===== src/rtl/resp_sync_fifo.sv =====
// resp_sync_fifo: single-clock show-ahead response FIFO with occupancy flags and sticky error flags
module resp_sync_fifo #(
    parameter int DATA_W    = 10,
    parameter int DEPTH     = 16,
    parameter int AFULL_TH  = DEPTH - 2,
    parameter int AEMPTY_TH = 2
) (
    input  logic                     clk,
    input  logic                     resetn,
    input  logic                     flush,
    input  logic                     wr_en,
    input  logic [DATA_W-1:0]        wr_data,
    input  logic                     rd_en,
    output logic [DATA_W-1:0]        rd_data,
    output logic                     full,
    output logic                     almost_full,
    output logic                     empty,
    output logic                     almost_empty,
    output logic [$clog2(DEPTH):0]   count,
    output logic                     overflow,
    output logic                     underflow
);
    localparam int ADDR_W = $clog2(DEPTH);
    localparam logic [ADDR_W:0] FULL_C = (ADDR_W + 1)'(DEPTH);
    localparam logic [ADDR_W:0] AF_C   = (ADDR_W + 1)'(AFULL_TH);
    localparam logic [ADDR_W:0] AE_C   = (ADDR_W + 1)'(AEMPTY_TH);

    logic [DATA_W-1:0] mem [DEPTH];
    logic [ADDR_W-1:0] wptr;
    logic [ADDR_W-1:0] rptr;
    logic              wr_acc;
    logic              rd_acc;
    logic              ovf_set;
    logic              udf_set;

    // Accept decisions and flags; a write into a full FIFO is allowed only when a read frees a slot
    always_comb begin
        full         = count == FULL_C;
        empty        = count == '0;
        almost_full  = count >= AF_C;
        almost_empty = count <= AE_C;
        rd_acc       = rd_en && !flush && !empty;
        wr_acc       = wr_en && !flush && (!full || rd_acc);
        ovf_set      = wr_en && !flush && !wr_acc;
        udf_set      = rd_en && !flush && empty;
        rd_data      = empty ? '0 : mem[rptr];
    end

    // Storage array is deliberately not reset; rd_data masking keeps stale/X words off the output
    always_ff @(posedge clk) begin
        if (wr_acc) mem[wptr] <= wr_data;
    end

    // Pointers, occupancy and sticky error flags; flush clears them synchronously
    always_ff @(posedge clk or negedge resetn) begin
        if (!resetn) begin
            wptr      <= '0;
            rptr      <= '0;
            count     <= '0;
            overflow  <= 1'b0;
            underflow <= 1'b0;
        end else if (flush) begin
            wptr      <= '0;
            rptr      <= '0;
            count     <= '0;
            overflow  <= 1'b0;
            underflow <= 1'b0;
        end else begin
            if (wr_acc) wptr <= wptr + 1'b1;
            if (rd_acc) rptr <= rptr + 1'b1;
            if (wr_acc != rd_acc) count <= wr_acc ? count + 1'b1 : count - 1'b1;
            overflow  <= overflow | ovf_set;
            underflow <= underflow | udf_set;
        end
    end
endmodule


===== config.mk =====
export PLATFORM = sky130hd
export DESIGN_NAME = resp_sync_fifo
export DESIGN_NICKNAME = d
export VERILOG_FILES = /design/src/rtl/resp_sync_fifo.sv
export SDC_FILE = /design/constraint.sdc
export NUM_CORES = 1
export LEC_CHECK = 0
export ABC_AREA = 1
export CORE_ASPECT_RATIO = 1.25
export CORE_MARGIN = 5
export CORE_UTILIZATION = 35
export CTS_CLUSTER_DIAMETER = 200
export CTS_CLUSTER_SIZE = 12
export DETAILED_ROUTE_END_ITERATION = 10
export PLACE_DENSITY = 0.61
export SLEW_MARGIN = 30
export SYNTH_ARGS = -nofsm -noshare
export SYNTH_HDL_FRONTEND = slang
export SYNTH_SLANG_ARGS = --single-unit

===== constraint.sdc =====
create_clock -name clk -period 4.1 [get_ports clk]
set_input_delay 0.615 -clock clk [delete_from_list [all_inputs] [get_ports clk]]
set_output_delay 0.615 -clock clk [all_outputs]
set_load 0.1 [all_outputs]

==> summary.md <==
| Metric | Value |
|---|---|
| Status | completed |
| Min-delay src | underflow$_DFF_PN0_ |
| Worst slew margin | 34.61% |
| Die Y | 172.9 um |
| RD Place Congestion | 0.8260 |
| Setup TNS | 0 ns |
| Clock buffer depth | 2 |
| Clock sink count | 175 |
| Avg WL per Cell | 18.14 um |
| Peak VDD IR | 0.6440 mV |
| Leakage | 3.211 nW |
| Final setup margin | 0.6003 ns |
| R2r startpoint | count[1]$_DFFE_PN0P_ |
| Area grow syn2layout | 16.00% |
| Hold Path Stages | 2 |
| Post-Route WL | 17380 um |
| First-pass GRT wire length | 26730 um |
| Post-Syn Instances | 632 |
| Final-report hold violation count | 0 |
| CTS tree | yes |
| Hold_buf cts | 0 |
| RSZ-0062 raised after global routing | false |
| Cell area power density | 673.1 nW/um2 |
| Crit path DAT | 2.88 ns |
| Vias per cell | 5.037 |
| Final net count | 696 |
| Crit path capture type | primary output |
| Post-Place Setup Slack | 1.001 ns |
| CP max FO | 45 |
| Reg2reg setup slack | 1.85 ns |
| Crit path required time | 3.48 ns |
| FF+latch count, synth | 175 |
| Ports | 36 |
| Clock skew | 0.008645 ns |
| R2R depth | 6 |
| Number of global-route vias before repair | 4716 |
| Synth warn | 0 |
| Initial antenna violation count | 0 |
| Pre-antenna DRT Iters | 5 |
| Worst hold endpoint | underflow$_DFF_PN0_ |
| Routed Antenna Nets | 0 |
| Tightest Pin Transition | 0.9778 ns |
| Port Buffers | 35 |
| Fin crit period | 3.500 ns |
| Synth top area share | 64.68% |
| Max-slew violations | 0 |
| Largest net degree at the start of global routing | 74 |
| Root Driver | clkbuf_16 |
| CP Launch Type | flip-flop |
| Number of H-tree levels | 4 |
| Die span in x | 140.3 um |
| Total gr overflow | 0 |
| Crit share post-route | 85.36% |
| # setup viols final | 0 |
| Residual DRC count | 0 |
| Clk pin slew, worst setup/hold paths | 0.07 ns |
| Initial DRC Count | 357 |
| Ranking of synthesized cells by area | edfxtp_1 (65%), nand2_1 (8.4%), dfrtp_1 (5.1%) |
| Sequential-to-total area share from yosys stat | 69.73% |
| Worst R2R End | mem[5][9]$_DFFE_PP_ |
| Total track usage | 14.57% |
| Cell accounting for the most synthesized area | edfxtp_1 |
| Synthesized net count | 657 |
| Initial Util | 35.56% |
| # diodes | 0 |
| Die area | 24260 um2 |
| Placeable Area | 20890 um2 |
| Setup Buffers After CTS | 0 |
| Worst min path class | flip-flop to flip-flop |
| Synthesized cell area | 7428 um2 |
| Worst Hold Slack | 0.5058 ns |
| Synth cell types | 30 |
| Gates resized, CTS repair | 0 |
| Max cap viols | 0 |
| Clock Latency Late Sink | 0.43 ns |
| Avg Inst Size Synth | 11.75 um2 |
| Critical path class | flip-flop to primary output |
| Cts bufs inserted | 17 |
| Row count | 59 |
| Share of cells above drive strength 1 | 11.26% |
| Via total after detailed routing | 4825 |
| F_max | 285.7 MHz |
| Detailed Place HPWL | 10880 um |
-- layout by cell type, fill, tap and decap left out, types with 2 or more instances in the layout --
master           instances
a21oi_1                 44
a31oi_1                 10
buf_4                   24
bufinv_16                3
clkbuf_1                 2
clkbuf_16               17
clkdlybuf4s50_1         24
clkinvlp_4               5
dfrtp_1                 14
edfxtp_1               160
ha_1                     9
inv_1                   23
inv_2                    8
inv_6                    4
mux2i_1                 10
nand2_1                167
nand2_2                  4
nand2_4                  2
nand3_1                 21
nor2_1                  59
nor2_4                   2
o21ai_0                 36
o21ai_1                 10
o21ai_2                  3
o22ai_1                 12
xnor2_1                  3
-- cell families after synthesis --
kind of cell	count (synthesis)	synth area share, %
adders and majority gates	10	1.785
buffers and inverters	60	4.127
AOI/OAI and AO/OA	115	8.270
DFF	175	69.73
muxes	10	1.348
xor gates and xnor gates	4	0.4717
and+or+nand+nor	258	14.27
-- report_power, final --
group | leakage, nW | internal (W) | switching [W] | total [W]
Clock | 0.280 | 0.000979 | 0.000675 | 0.00165
Sequential | 1.64 | 0.00203 | 0.000121 | 0.00215
Combinational | 1.29 | 0.000464 | 0.00153 | 0.00200
Total | 3.21 | 0.00347 | 0.00233 | 0.00580
-- Yosys cell counts, drive strengths merged --
library cell,count
fa,1
a31oi,10
xor2,1
nand3,22
a21oi,44
o21ai,49
edfxtp,160
nor2,61
o22ai,12
mux2i,10
inv,32
clkbuf,8
xnor2,3
nand4,1
nor3,1
buf,20
ha,9
dfrtp,15
nand2,173
-- per-stage QoR --
step                      util, %  cells  area, um2  power (W)
after CTS                   41.25    958       8617   0.005831
after floorplan                 -    632       7428   0.003746
after detailed placement    38.35    926       8011   0.004197
after global routing        41.25    958       8617   0.006037
after global placement      38.35    926       8011   0.004188
final                       41.25    958       8617   0.005800
-- routing by layer --
metal  wire [um]  GRT usage (%)  vias to the layer above
li1            -              -                     2277
met1        7406          18.19                     2385
met2        8833          24.82                      141
met3         766          3.177                       22
met4         375          5.250                        0
met5           0              0                        -
-- sequential cells by signal (all words and copies together) (netlist names) --
register,cells
mem,160
rptr,4
underflow,1
overflow,1
count,5
wptr,4
-- critical path: stages, from the launching register on --
cell	delay (ns)
dfrtp_2	0.85
buf_4	0.59
nand2_1	0.10
nand2_1	0.10
a21oi_1	0.09
o21ai_1	0.17
a21oi_1	0.09
nor2_1	0.13
buf_4	0.30
-- worst max path at each step --
stage                              start          to  cells past startpoint
CTS                  rptr[2]$_DFFE_PN0P_  rd_data[8]                      5
global placement     rptr[2]$_DFFE_PN0P_  rd_data[2]                      5
finish               rptr[0]$_DFFE_PN0P_  rd_data[3]                      8
global route         rptr[0]$_DFFE_PN0P_  rd_data[7]                      8
detailed placement   rptr[2]$_DFFE_PN0P_  rd_data[8]                      5
floorplan           count[1]$_DFFE_PN0P_  rd_data[0]                      5
-- final cells by class --
class | instances | area (um2)
fillers | 1954 | 12270
flip-flops and latches | 175 | 5181
multi-input cells | 397 | 1942
clock buffers | 20 | 446.7
repair buffers | 48 | 420.4
well taps | 274 | 342.8
clock inverters | 12 | 158.9
inverters | 32 | 125.1
(Power assumes the default switching activity.)
